`src/rtl/ex_alu_stage_pkg.sv`:
```
// Shared definitions for the execute ALU stage. The operation codes mirror the
// ALU_* encodings of riscv_define.vh, so the decoder and this stage agree.
package ex_alu_stage_pkg;

  localparam int ALU_CTRL_W = 4;
  localparam int SHAMT_W    = 5;

  localparam logic [ALU_CTRL_W-1:0] ALU_ADD  = 4'b0000;
  localparam logic [ALU_CTRL_W-1:0] ALU_SUB  = 4'b0001;
  localparam logic [ALU_CTRL_W-1:0] ALU_SLL  = 4'b0010;
  localparam logic [ALU_CTRL_W-1:0] ALU_SRL  = 4'b0011;
  localparam logic [ALU_CTRL_W-1:0] ALU_SRA  = 4'b0100;
  localparam logic [ALU_CTRL_W-1:0] ALU_SSUB = 4'b0101;
  localparam logic [ALU_CTRL_W-1:0] ALU_USUB = 4'b0110;
  localparam logic [ALU_CTRL_W-1:0] ALU_XOR  = 4'b0111;
  localparam logic [ALU_CTRL_W-1:0] ALU_OR   = 4'b1000;
  localparam logic [ALU_CTRL_W-1:0] ALU_AND  = 4'b1001;

endpackage

```
`src/rtl/ex_alu_stage_alu_core.sv`:
```
// Purely combinational ALU: result plus compare flags for every operation code.
// Unknown codes fall back to ADD so a decoder glitch never produces X data.
module alu_core
  import ex_alu_stage_pkg::*;
#(
  parameter int XLEN = 32
) (
  input  logic [ALU_CTRL_W-1:0] i_alu_control,
  input  logic [XLEN-1:0]       a,
  input  logic [XLEN-1:0]       b,
  output logic [XLEN-1:0]       result,
  output logic                  zero,
  output logic                  lt,
  output logic                  ltu
);

  logic [SHAMT_W-1:0] shamt_s;
  logic               lt_s;
  logic               ltu_s;

  assign shamt_s = b[SHAMT_W-1:0];
  assign lt_s    = ($signed(a) < $signed(b));
  assign ltu_s   = (a < b);

  assign zero = (a == b);
  assign lt   = lt_s;
  assign ltu  = ltu_s;

  // Result selection by operation code
  always_comb begin
    result = {XLEN{1'b0}};
    case (i_alu_control)
      ALU_ADD:  result = a + b;
      ALU_SUB:  result = a - b;
      ALU_SLL:  result = a << shamt_s;
      ALU_SRL:  result = a >> shamt_s;
      ALU_SRA:  result = $unsigned($signed(a) >>> shamt_s);
      ALU_SSUB: result = {{(XLEN-1){1'b0}}, lt_s};
      ALU_USUB: result = {{(XLEN-1){1'b0}}, ltu_s};
      ALU_XOR:  result = a ^ b;
      ALU_OR:   result = a | b;
      ALU_AND:  result = a & b;
      default:  result = a + b;
    endcase
  end

endmodule

```
`src/rtl/ex_alu_stage.sv`:
```
// Registered execute stage: ALU result and flags held in a two-entry skid
// buffer (main drives the outputs, skid absorbs one entry under back-pressure).
module ex_alu_stage
  import ex_alu_stage_pkg::*;
#(
  parameter int XLEN = 32,
  parameter int RD_W = 5
) (
  input  logic                  i_clk,
  input  logic                  i_rst,
  input  logic                  i_flush,
  input  logic                  i_valid,
  output logic                  o_ready,
  input  logic [ALU_CTRL_W-1:0] i_alu_control,
  input  logic [XLEN-1:0]       i_op_a,
  input  logic [XLEN-1:0]       i_op_b,
  input  logic [RD_W-1:0]       i_rd,
  output logic                  o_valid,
  input  logic                  i_ready,
  output logic [XLEN-1:0]       o_result,
  output logic                  o_zero,
  output logic                  o_lt,
  output logic                  o_ltu,
  output logic [RD_W-1:0]       o_rd
);

  typedef struct packed {
    logic [XLEN-1:0] result;
    logic            zero;
    logic            lt;
    logic            ltu;
    logic [RD_W-1:0] rd;
  } entry_t;

  entry_t new_s;
  entry_t main_r;
  entry_t skid_r;
  entry_t main_nxt_s;
  entry_t skid_nxt_s;
  logic   main_valid_r;
  logic   skid_valid_r;
  logic   ready_r;
  logic   main_valid_nxt_s;
  logic   skid_valid_nxt_s;
  logic   accept_s;
  logic   xfer_s;

  alu_core #(
    .XLEN (XLEN)
  ) u_alu_core (
    .i_alu_control (i_alu_control),
    .a             (i_op_a),
    .b             (i_op_b),
    .result        (new_s.result),
    .zero          (new_s.zero),
    .lt            (new_s.lt),
    .ltu           (new_s.ltu)
  );

  assign new_s.rd = i_rd;
  assign accept_s = i_valid & ready_r;
  assign xfer_s   = main_valid_r & i_ready;

  // Next-state of the buffer; flush wins over accept and transfer
  always_comb begin
    main_nxt_s       = main_r;
    skid_nxt_s       = skid_r;
    main_valid_nxt_s = main_valid_r;
    skid_valid_nxt_s = skid_valid_r;
    if (i_flush) begin
      main_valid_nxt_s = 1'b0;
      skid_valid_nxt_s = 1'b0;
    end else if (accept_s) begin
      if (!main_valid_r || xfer_s) begin
        // Oldest held entry always advances to main first to keep order.
        if (skid_valid_r) begin
          main_nxt_s       = skid_r;
          skid_nxt_s       = new_s;
          main_valid_nxt_s = 1'b1;
          skid_valid_nxt_s = 1'b1;
        end else begin
          main_nxt_s       = new_s;
          main_valid_nxt_s = 1'b1;
          skid_valid_nxt_s = 1'b0;
        end
      end else begin
        skid_nxt_s       = new_s;
        skid_valid_nxt_s = 1'b1;
      end
    end else if (xfer_s) begin
      if (skid_valid_r) begin
        main_nxt_s       = skid_r;
        main_valid_nxt_s = 1'b1;
        skid_valid_nxt_s = 1'b0;
      end else begin
        main_valid_nxt_s = 1'b0;
      end
    end else begin
      main_valid_nxt_s = main_valid_r;
      skid_valid_nxt_s = skid_valid_r;
    end
  end

  // Buffer state and the registered ready flag
  always_ff @(posedge i_clk) begin
    if (i_rst) begin
      main_r       <= '0;
      skid_r       <= '0;
      main_valid_r <= 1'b0;
      skid_valid_r <= 1'b0;
      ready_r      <= 1'b1;
    end else begin
      main_r       <= main_nxt_s;
      skid_r       <= skid_nxt_s;
      main_valid_r <= main_valid_nxt_s;
      skid_valid_r <= skid_valid_nxt_s;
      ready_r      <= ~skid_valid_nxt_s;
    end
  end

  assign o_ready  = ready_r;
  assign o_valid  = main_valid_r;
  assign o_result = main_r.result;
  assign o_zero   = main_r.zero;
  assign o_lt     = main_r.lt;
  assign o_ltu    = main_r.ltu;
  assign o_rd     = main_r.rd;

endmodule

```
`config.mk`:
```
export PLATFORM = sky130hd
export DESIGN_NAME = ex_alu_stage
export DESIGN_NICKNAME = d
export VERILOG_FILES = /design/src/rtl/ex_alu_stage_pkg.sv /design/src/rtl/ex_alu_stage_alu_core.sv /design/src/rtl/ex_alu_stage.sv
export SDC_FILE = /design/constraint.sdc
export NUM_CORES = 1
export LEC_CHECK = 0
export BUFFER_PORTS_ARGS = -buffer_cell sky130_fd_sc_hd__buf_2
export CAP_MARGIN = 20
export CORE_MARGIN = 5
export CORE_UTILIZATION = 60
export CTS_CLUSTER_DIAMETER = 50
export DETAILED_ROUTE_END_ITERATION = 8
export PLACE_DENSITY_LB_ADDON = 0.1
export SLEW_MARGIN = 10
export SYNTH_ARGS = -nofsm -noshare
export SYNTH_HDL_FRONTEND = slang
export SYNTH_HIERARCHICAL = 1
export SYNTH_SLANG_ARGS = --single-unit
```
`constraint.sdc`:
```
create_clock -name i_clk -period 11.76 [get_ports i_clk]
set_clock_uncertainty 0.05 [all_clocks]
set_input_delay 0 -clock i_clk [delete_from_list [all_inputs] [get_ports i_clk]]
set_output_delay 0 -clock i_clk [all_outputs]
set_load 0.01 [all_outputs]
```
==> metrics.md, run 1 <==
| Metric | Value |
|---|---|
| N_diodes | 0 |
| Met2 GRT Util | 61.7% |
| Gpl congestion | 1.04 |
| Post-CTS setup buffers | 0 |
| Number of flops mapped to enable cells by yosys | 0 |
| WHS Endpoint | o_ready |
| Largest net degree at the start of global routing | 83 |
| Total core area | 0.0202 mm² |
| Most common cell after layout, fill and taps aside | nand2_1 |
| GRT busiest layer | met2 |
| Tightest Pin Transition | 1080 ps |
| Die area | 0.0235 mm² |
| Worst R2R Setup Slack | 9480 ps |
| Initial Util | 61.0% |
| RSZ-0062 raised after global routing | no |
| CTS root buf | clkbuf_16 |
| Net count of the mapped netlist | 1881 |
| Pwr dens | 84.5 mW/mm² |
| Synth Instances | 1704 |
| Worst slew margin | 28.1% |
| Netlist cell types | 94 |
| Max-slew violations | 0 |
| Worst Hold Depth | 4 |
| Layout area overhead | 5.98% |
| WP data required | 11960 ps |
| Critical Path End Type | register |
| Via count | 13900 |
| Register bit total from synthesis | 83 |
| Commonest non-fill, non-tap cells in the layout | nand2_1, nor2_1, a21oi_1 |
| Total CTS buffers | 9 |
| Post-route setup TNS | 0 ps |
| Crit-path slowest cell | buf_4 |
| Min-delay src | i_ready |
| PortBufs | 119 |
| H-tree depth | 3 |
| Latest clock arrival within the worst-skew pair | 350 ps |
| Crit path max fanout | 71 |
| Worst r2r path cells | 5 |
| Worst min path class | primary input to register |
| Io pins | 120 |
| CTS max path bufs | 2 |
| Total Routing Usage GR | 39.0% |
| Crit path largest cell delay | 540 ps |
| Routed WL per cell | 24.2 µm |
| Initial antenna violation count | 0 |
| Period utilisation layout | 35.0% |
| Worst setup path category | primary input to register |
| Clock slew seen by the registers of the worst setup and hold paths | 60 ps |
| TritonCTS clock tree | done |
| Leak | 0.00535 µW |
| R2r endpoint | skid_r[1] |
| Routed WL | 48.2 mm |
| Vias/cell | 6.99 |
| Syn Std Cell Area | 0.0123 mm² |
| Final non-filler cell total | 1995 |
| M1 GR Usage | 53.4% |
| Crit path cell chain | buf_2 > buf_4 > inv_2 > ha_1 > nor3_2 > o31ai_1 > a311o_1 > a21oi_2 > nor4b_2 > nor3_1 > o21ai_0 > mux2_2 > o22ai_1 > nand2_1 > a311oi_2 |
| Die Y | 153 µm |
| Crit path time final | 4110 ps |
| GRT met3 Usage | 7.18% |
| Top FF cell, synth | dfxtp_1 |
| Remaining DRCs | 0 |
| Fin. Hold Viols | 0 |
| Mapped Avg Cell Area | 7.24 µm² |
| Critical R2R Launch | o_valid |
| First-pass GRT wire length | 74.2 mm |
| Die span in x | 153 µm |
| Synth async-reset ratio | 0% |
| Maxcap violations | 0 |
| # setup viols final | 0 |
| First-pass DRT Iterations | 6 |
| Maximum vdd drop | 92.8 µV |
| Vias in the first global route | 12700 |
| Sequential-to-total area share from yosys stat | 13.5% |
| CP Launch Type | primary input |
| FILL cells | 1846 |
| Grt ovf | 0 |
| Outcome | finished, final reports clean |
| Net count, final | 1897 |
| CTS sink cnt | 83 |
| Detail Placement HPWL | 35.7 mm |
| Row cnt | 52 |
| Arrival time at the worst endpoint | 4310 ps |
| YS warnings | 6 |
| Final ANT Viol Nets | 0 |
| Fmax | 243 MHz |
| Iteration-0 DRC Markers | 1977 |
| Placed insts | 1972 |
| Share of layout cells above drive strength 1 | 17.4% |
## stage by stage
stage	hold WS, ps	util [%]	setup slack (ps)	area, µm²	power, µW
final	41.6	64.6	7650	13100	1100
after global placement	182	62.9	7670	12700	808
after floorplan	28.5	-	8080	12300	666
after CTS	17.7	64.6	7830	13100	1080
after global routing	35.9	64.6	7420	13100	1160
after detailed placement	200	62.9	7490	12700	814
## how the worst max path moves through the flow
stage | start | cells past startpoint | endpoint
after floorplan | i_op_b[2] | 18 | o_result[28]
after global placement | i_op_b[3] | 15 | o_result[29]
after detailed placement | i_op_b[3] | 15 | o_result[29]
after CTS | i_op_b[3] | 15 | o_result[29]
after global routing | i_op_b[4] | 15 | o_lt
final | i_op_b[3] | 15 | o_result[29]
## cell usage after synthesis, types with 19 or more instances
cell | number | area share [%]
nand2_1 | 272 | 8.3
mux2_2 | 19 | 1.7
inv_1 | 99 | 3.0
clkbuf_1 | 73 | 2.2
buf_2 | 32 | 1.3
a31oi_1 | 19 | 0.96
nor3_1 | 39 | 1.6
a22oi_1 | 23 | 1.4
o21ai_0 | 114 | 4.6
nand3_1 | 20 | 0.81
mux2i_1 | 54 | 4.4
mux4_2 | 37 | 6.8
a211oi_1 | 27 | 1.6
a21oi_1 | 149 | 6.0
ha_1 | 97 | 9.8
o211ai_1 | 22 | 1.3
dfxtp_1 | 83 | 13
a311oi_2 | 41 | 5.0
nor2_1 | 181 | 5.5
## report_power, final
group | switching (µW) | internal, µW
logic | 348 | 186
clock network | 125 | 147
registers | 6.43 | 292
total | 480 | 625
## cell families after synthesis
group                    synth area share, %
XOR/XNOR                               0.497
multiplexers                            13.0
flip-flops                              13.5
adder cells (fa/ha/maj)                 10.2
AND/OR/NAND/NOR                         21.5
buffers and inverters                   8.97
AO/OA/AOI/OAI                           32.4
## flip-flops by register name (all words and copies together), names as in the netlist
signal / flops
o_ltu: 1
o_result: 32
o_lt: 1
o_ready: 1
o_valid: 1
o_zero: 1
skid_r: 40
o_rd: 5
skid_valid_r: 1
## routing by layer
| layer | wire length, µm | up-vias |
|---|---|---|
| met5 | 0 | - |
| li1 | - | 6232 |
| met1 | 19100 | 6642 |
| met3 | 5330 | 135 |
| met4 | 2140 | 0 |
| met2 | 21600 | 928 |
## final cells by class
| class | instances | area [µm²] | area share [%] |
|---|---|---|---|
| multi-input combinational | 1381 | 9610 | 73.5 |
| sequential | 83 | 1660 | 12.7 |
| timing repair buffer | 143 | 798 | 6.11 |
| inverter | 102 | 383 | 2.93 |
| tap | 270 | 338 | 2.58 |
| clock buffer | 9 | 225 | 1.72 |
| clock inverter | 7 | 58.8 | 0.450 |
## critical path: cells and delay by family
kind | cells | cell delay, ps
fa+ha+maj | 1 | 490
simple gates | 4 | 870
buf+inv | 3 | 1080
mux | 1 | 290
compound gates | 6 | 1580
## repair_timing
item	4_1_cts	5_1_grt
hold buffers	7	0
resized for setup	0	0
hold endpoints to repair	11	0
No activity file was read; power rests on OpenSTA's default activity.
==> run 2: changes to the inputs <==
- clock period: 11.76 -> 3.85 ns (I/O delays scaled with it)
==> run 2 against run 1 <==
Total power increased to 3.0 times the previous value. Global-route usage decreased by 0.20 points. Register-to-register slack got worse by 7900 ps. Cell count increased by 1.5%. Critical path depth decreased by 1. Sequential power increased to 3.1 times the previous value. Hold slack improved by 240 ps. Final area increased by 1.8%. Count of clock-buffer cells in the layout increased by 2. Die area unchanged.
==> metrics.md, run 2 (same netlist as run 1, synthesis figures left out) <==
| Metric | Value |
|---|---|
| N_diodes | 0 |
| Latest clock arrival within the worst-skew pair | 340 ps |
| Die span in x | 153 µm |
| # setup viols final | 0 |
| Total Routing Usage GR | 38.8% |
| Share of layout cells above drive strength 1 | 18.6% |
| TritonCTS clock tree | done |
| Maximum vdd drop | 254 µV |
| Die Y | 153 µm |
| Outcome | finished, final reports clean |
| Net count, final | 1926 |
| Critical R2R Launch | skid_valid_r |
| Pint | 1940 µW |
| Seq pwr share | 27.2% |
| Remaining DRCs | 0 |
| Routed WL | 47.8 mm |
| Io pins | 120 |
| Row cnt | 52 |
| Clock power share | 23.9% |
| Switch Pwr | 1430 µW |
| Switching share of power | 42.4% |
| Grt ovf | 0 |
| Max reg flops | 40 |
| PortBufs | 119 |
| Clock slew seen by the registers of the worst setup and hold paths | 60 ps |
| Worst setup path category | primary input to register |
| Via count | 13900 |
| Fmax | 284 MHz |
| Tightest Pin Transition | 1040 ps |
| Min-delay src | i_op_b[10] |
| Detail Placement HPWL | 36.2 mm |
| First-pass DRT Iterations | 6 |
| Post-route setup TNS | 0 ps |
| Placed insts | 2000 |
| Final ANT Viol Nets | 0 |
| Worst slew margin | 30.9% |
| Arrival time at the worst endpoint | 3720 ps |
| Pwr dens | 253 mW/mm² |
| Period utilisation layout | 91.4% |
| Crit path max fanout | 12 |
| Initial antenna violation count | 0 |
| Iteration-0 DRC Markers | 1865 |
| Vias in the first global route | 12900 |
| Total CTS buffers | 9 |
| Post-cts resize count | 0 |
| RSZ-0062 raised after global routing | no |
| Layout area overhead | 7.86% |
| Critical Path End Type | register |
| Combinational share of power | 48.9% |
| Worst Setup SP | i_op_a[16] |
| CP Launch Type | primary input |
| Worst min path class | primary input to register |
| Gpl congestion | 1.02 |
| Crit path time final | 3520 ps |
| WP data required | 4050 ps |
| Fin. Hold Viols | 0 |
| CTS max path bufs | 2 |
| Total power | 3360 µW |
| Maxcap violations | 0 |
| CTS root buf | clkbuf_16 |
| Biggest register | skid_r |
| Routed WL per cell | 23.6 µm |
| Largest net degree at the start of global routing | 83 |
| Commonest non-fill, non-tap cells in the layout | nand2_1, nor2_1, a21oi_1 |
| First-pass GRT wire length | 73.9 mm |
| Total core area | 0.0202 mm² |
| Vias/cell | 6.87 |
| Initial Util | 61.0% |
| Max-slew violations | 0 |
| Final non-filler cell total | 2024 |
| H-tree depth | 3 |
| Leak | 0.00548 µW |
| Most common cell after layout, fill and taps aside | nand2_1 |
| Die area | 0.0235 mm² |
| CTS sink cnt | 83 |
[run 2: cell types whose count changed in the layout (fill, tap and decap cells not counted), moves of 2 or more]
cell | before | now
buf_12 | 0 | 2
clkinvlp_4 | 1 | 3
buf_4 | 19 | 45
inv_6 | 3 | 1
[run 2: metal layers]
layer | vias up | GRT usage (%) | part of all wire, %
met2 | 945 | 60.2 | 44
met3 | 133 | 10.3 | 12
met5 | - | 0 | 0
met4 | 0 | 13.8 | 4.4
li1 | 6280 | - | -
met1 | 6546 | 52.0 | 39
[run 2: final cells by class]
type,count,area [µm²]
sequential,83,1660
clock buffer,11,243
multi-input combinational,1381,9600
fill,1844,6930
timing repair buffer,172,1040
clock inverter,5,36.3
tap,270,338
inverter,102,383
[run 2: power groups by stage]
stage	Sequential, µW	Combinational (µW)	Clock (µW)
finish	915	1650	803
global route	917	1750	863
CTS	914	1590	810
detailed placement	933	1580	0
global placement	932	1560	0
floorplan	943	1090	0
[run 2: worst paths after layout]
check,to,slack [ps],cells past startpoint
max,o_result[29],330,14
min,skid_r[18],290,6
max reg2reg,o_result[15],1620,5
min reg2reg,skid_r[12],400,2
[run 2: worst max-delay path, stage by stage]
cell	delay, ps
buf_2	220
inv_1	90
ha_1	520
inv_1	150
a21oi_1	260
a211oi_1	110
nor3_1	490
nor4b_2	590
nor3_1	160
o21ai_0	240
mux2_2	360
o22ai_1	170
nand2_1	90
a311oi_2	250
[run 2: through the flow]
step	area (µm²)	setup WS (ps)	hold slack, ps	utilization, %
6_report	13300	330	285	65.8
2_1_floorplan	12300	168	28.5	-
3_5_place_dp	12900	149	202	64.0
4_1_cts	13300	483	286	65.8
5_1_grt	13300	96.8	312	65.8
3_3_place_gp	12900	116	183	64.0
[run 2: timing repair]
item	CTS	global route
endpoints found under the setup margin	0	0
buffers inserted	0	0
hold buffers	8	0
endpoints found under the hold margin	12	0
==> run 3: changes to the inputs <==
- CELL_PAD_IN_SITES_DETAIL_PLACEMENT: not set -> 1
- CELL_PAD_IN_SITES_GLOBAL_PLACEMENT: not set -> 1
- CORE_UTILIZATION: 60 -> 45
==> run 3 against run 2 <==
Global-route usage down 4.4 points. Utilization down 15 points. Count of clock-buffer cells in the layout is 2 lower. Largest power group unchanged. Highest routed layer is now met5.
==> metrics.md, run 3 (same netlist as run 1, synthesis figures left out) <==
| Metric | Value |
|---|---|
| Worst min path class | primary input to register |
| Arrival time at the worst endpoint | 3810 ps |
| Detail Placement HPWL | 42.3 mm |
| Fin worst setup slack | 245 ps |
| Vias in the first global route | 13700 |
| Maximum vdd drop | 202 µV |
| TritonCTS clock tree | done |
| Post-CTS setup buffers | 0 |
| Crit-path slowest cell | nor4b_2 |
| Pwr dens | 259 mW/mm² |
| Largest net degree at the start of global routing | 83 |
| Outcome | finished, final reports clean |
| PortBufs | 119 |
| FILL cells | 3513 |
| Critical Path End Type | register |
| Layout area overhead | 10.5% |
| Max-slew violations | 0 |
| # setup viols final | 0 |
| Max reg flops | 40 |
| Die area | 0.0308 mm² |
| Fmax | 277 MHz |
| Total Routing Usage GR | 34.3% |
| Routed WL per cell | 25.9 µm |
| Grt ovf | 0 |
| Number of hold buffers added after cts | 6 |
| Total CTS buffers | 9 |
| H-tree depth | 3 |
| Remaining DRCs | 0 |
| Most common cell after layout, fill and taps aside | nand2_1 |
| Placed insts | 2098 |
| Worst slew margin | 23.7% |
| Io pins | 120 |
| Final ANT Viol Nets | 0 |
| Via count | 13900 |
| Vias/cell | 6.53 |
| Fin. Hold Viols | 0 |
| Commonest non-fill, non-tap cells in the layout | nand2_1, nor2_1, a21oi_1 |
| Row cnt | 60 |
| Post-cts resize count | 0 |
| Crit path cell chain | buf_2 > inv_1 > ha_1 > inv_1 > a21oi_1 > a211oi_1 > nor3_1 > nor4b_2 > nor3_1 > o21ai_0 > mux2_2 > o22ai_1 > nand2_1 > a311oi_2 |
| Tightest Pin Transition | 1140 ps |
| CTS root buf | clkbuf_16 |
| Initial antenna violation count | 2 |
| Clock slew seen by the registers of the worst setup and hold paths | 70 ps |
| Latest clock arrival within the worst-skew pair | 340 ps |
| Period utilisation layout | 93.6% |
| Leak | 0.00562 µW |
| RSZ-0062 raised after global routing | no |
| WP data required | 4050 ps |
| Maxcap violations | 0 |
| Iteration-0 DRC Markers | 1477 |
| CP Launch Type | primary input |
| Total core area | 0.0270 mm² |
| Share of layout cells above drive strength 1 | 19.9% |
| Cell family contributing the most delay on the critical path | simple AND/OR/NAND/NOR gates |
| Initial Util | 45.8% |
| Total power | 3530 µW |
| CTS max path bufs | 2 |
| CP Buf/Inv Count | 3 |
| Crit path max fanout | 12 |
| Post-route setup TNS | 0 ps |
| Biggest register | skid_r |
| CTS sink cnt | 83 |
| Die span in x | 176 µm |
| First-pass GRT wire length | 83.1 mm |
| Die Y | 176 µm |
| Crit path largest cell delay | 580 ps |
| Routed WL | 54.9 mm |
| Gpl congestion | 1.00 |
| First-pass DRT Iterations | 7 |
| Net count, final | 1951 |
| Dpl ws | 47.1 ps |
| Crit path time final | 3600 ps |
| Final non-filler cell total | 2122 |
| Worst setup path category | primary input to register |
| Final hold slack | 12.7 ps |
run 3: changes by cell type in the layout (fill, tap and decap cells not counted), moves of 2 or more:
cell and change:
buf_4 +26, clkinv_4 +2, diode_2 +2, dlygate4sd3_1 -2
run 3: worst paths after layout:
check                                 from            to  slack (ps)  cells past startpoint
worst max-delay path            i_op_b[16]  o_result[29]         250                     14
worst min-delay path               i_ready       o_ready          10                      4
worst max register to register     o_valid     skid_r[3]        1570                      5
worst min register to register   skid_r[9]     skid_r[9]         410                      2
run 3: final cells by class:
type | count | area [µm²] | area share [%]
clock buffer | 9 | 225 | 1.65
clock inverter | 7 | 76.3 | 0.560
antenna | 2 | 5.00 | 0.0367
timing repair buffer | 197 | 1240 | 9.09
inverter | 102 | 383 | 2.81
multi-input combinational | 1381 | 9610 | 70.5
tap | 341 | 427 | 3.13
sequential | 83 | 1660 | 12.2
run 3: routing by layer:
layer  GRT usage, %  up-vias  wire length, µm
met4           12.2        2             2300
met3           8.54       94             4690
met1           45.4     6842            23300
met2           54.4      582            24600
met5           1.44        -               54
li1               -     6339                -
run 3: per-stage QoR:
stage / cell area [µm²] / utilization, %
final: 13600 / 50.6
after global routing: 13600 / 50.6
after CTS: 13600 / 50.6
after detailed placement: 13300 / 49.2
after global placement: 13300 / 49.2
after floorplan: 12300 / -
run 3: worst min-delay path, stage by stage:
cell,delay (ps)
buf_2,100
nand2_1,50
nand3_1,70
a21o_1,130
run 3: power breakdown:
group	internal (µW)	switching (µW)
Sequential	893	21.0
Combinational	618	1110
Clock	506	374
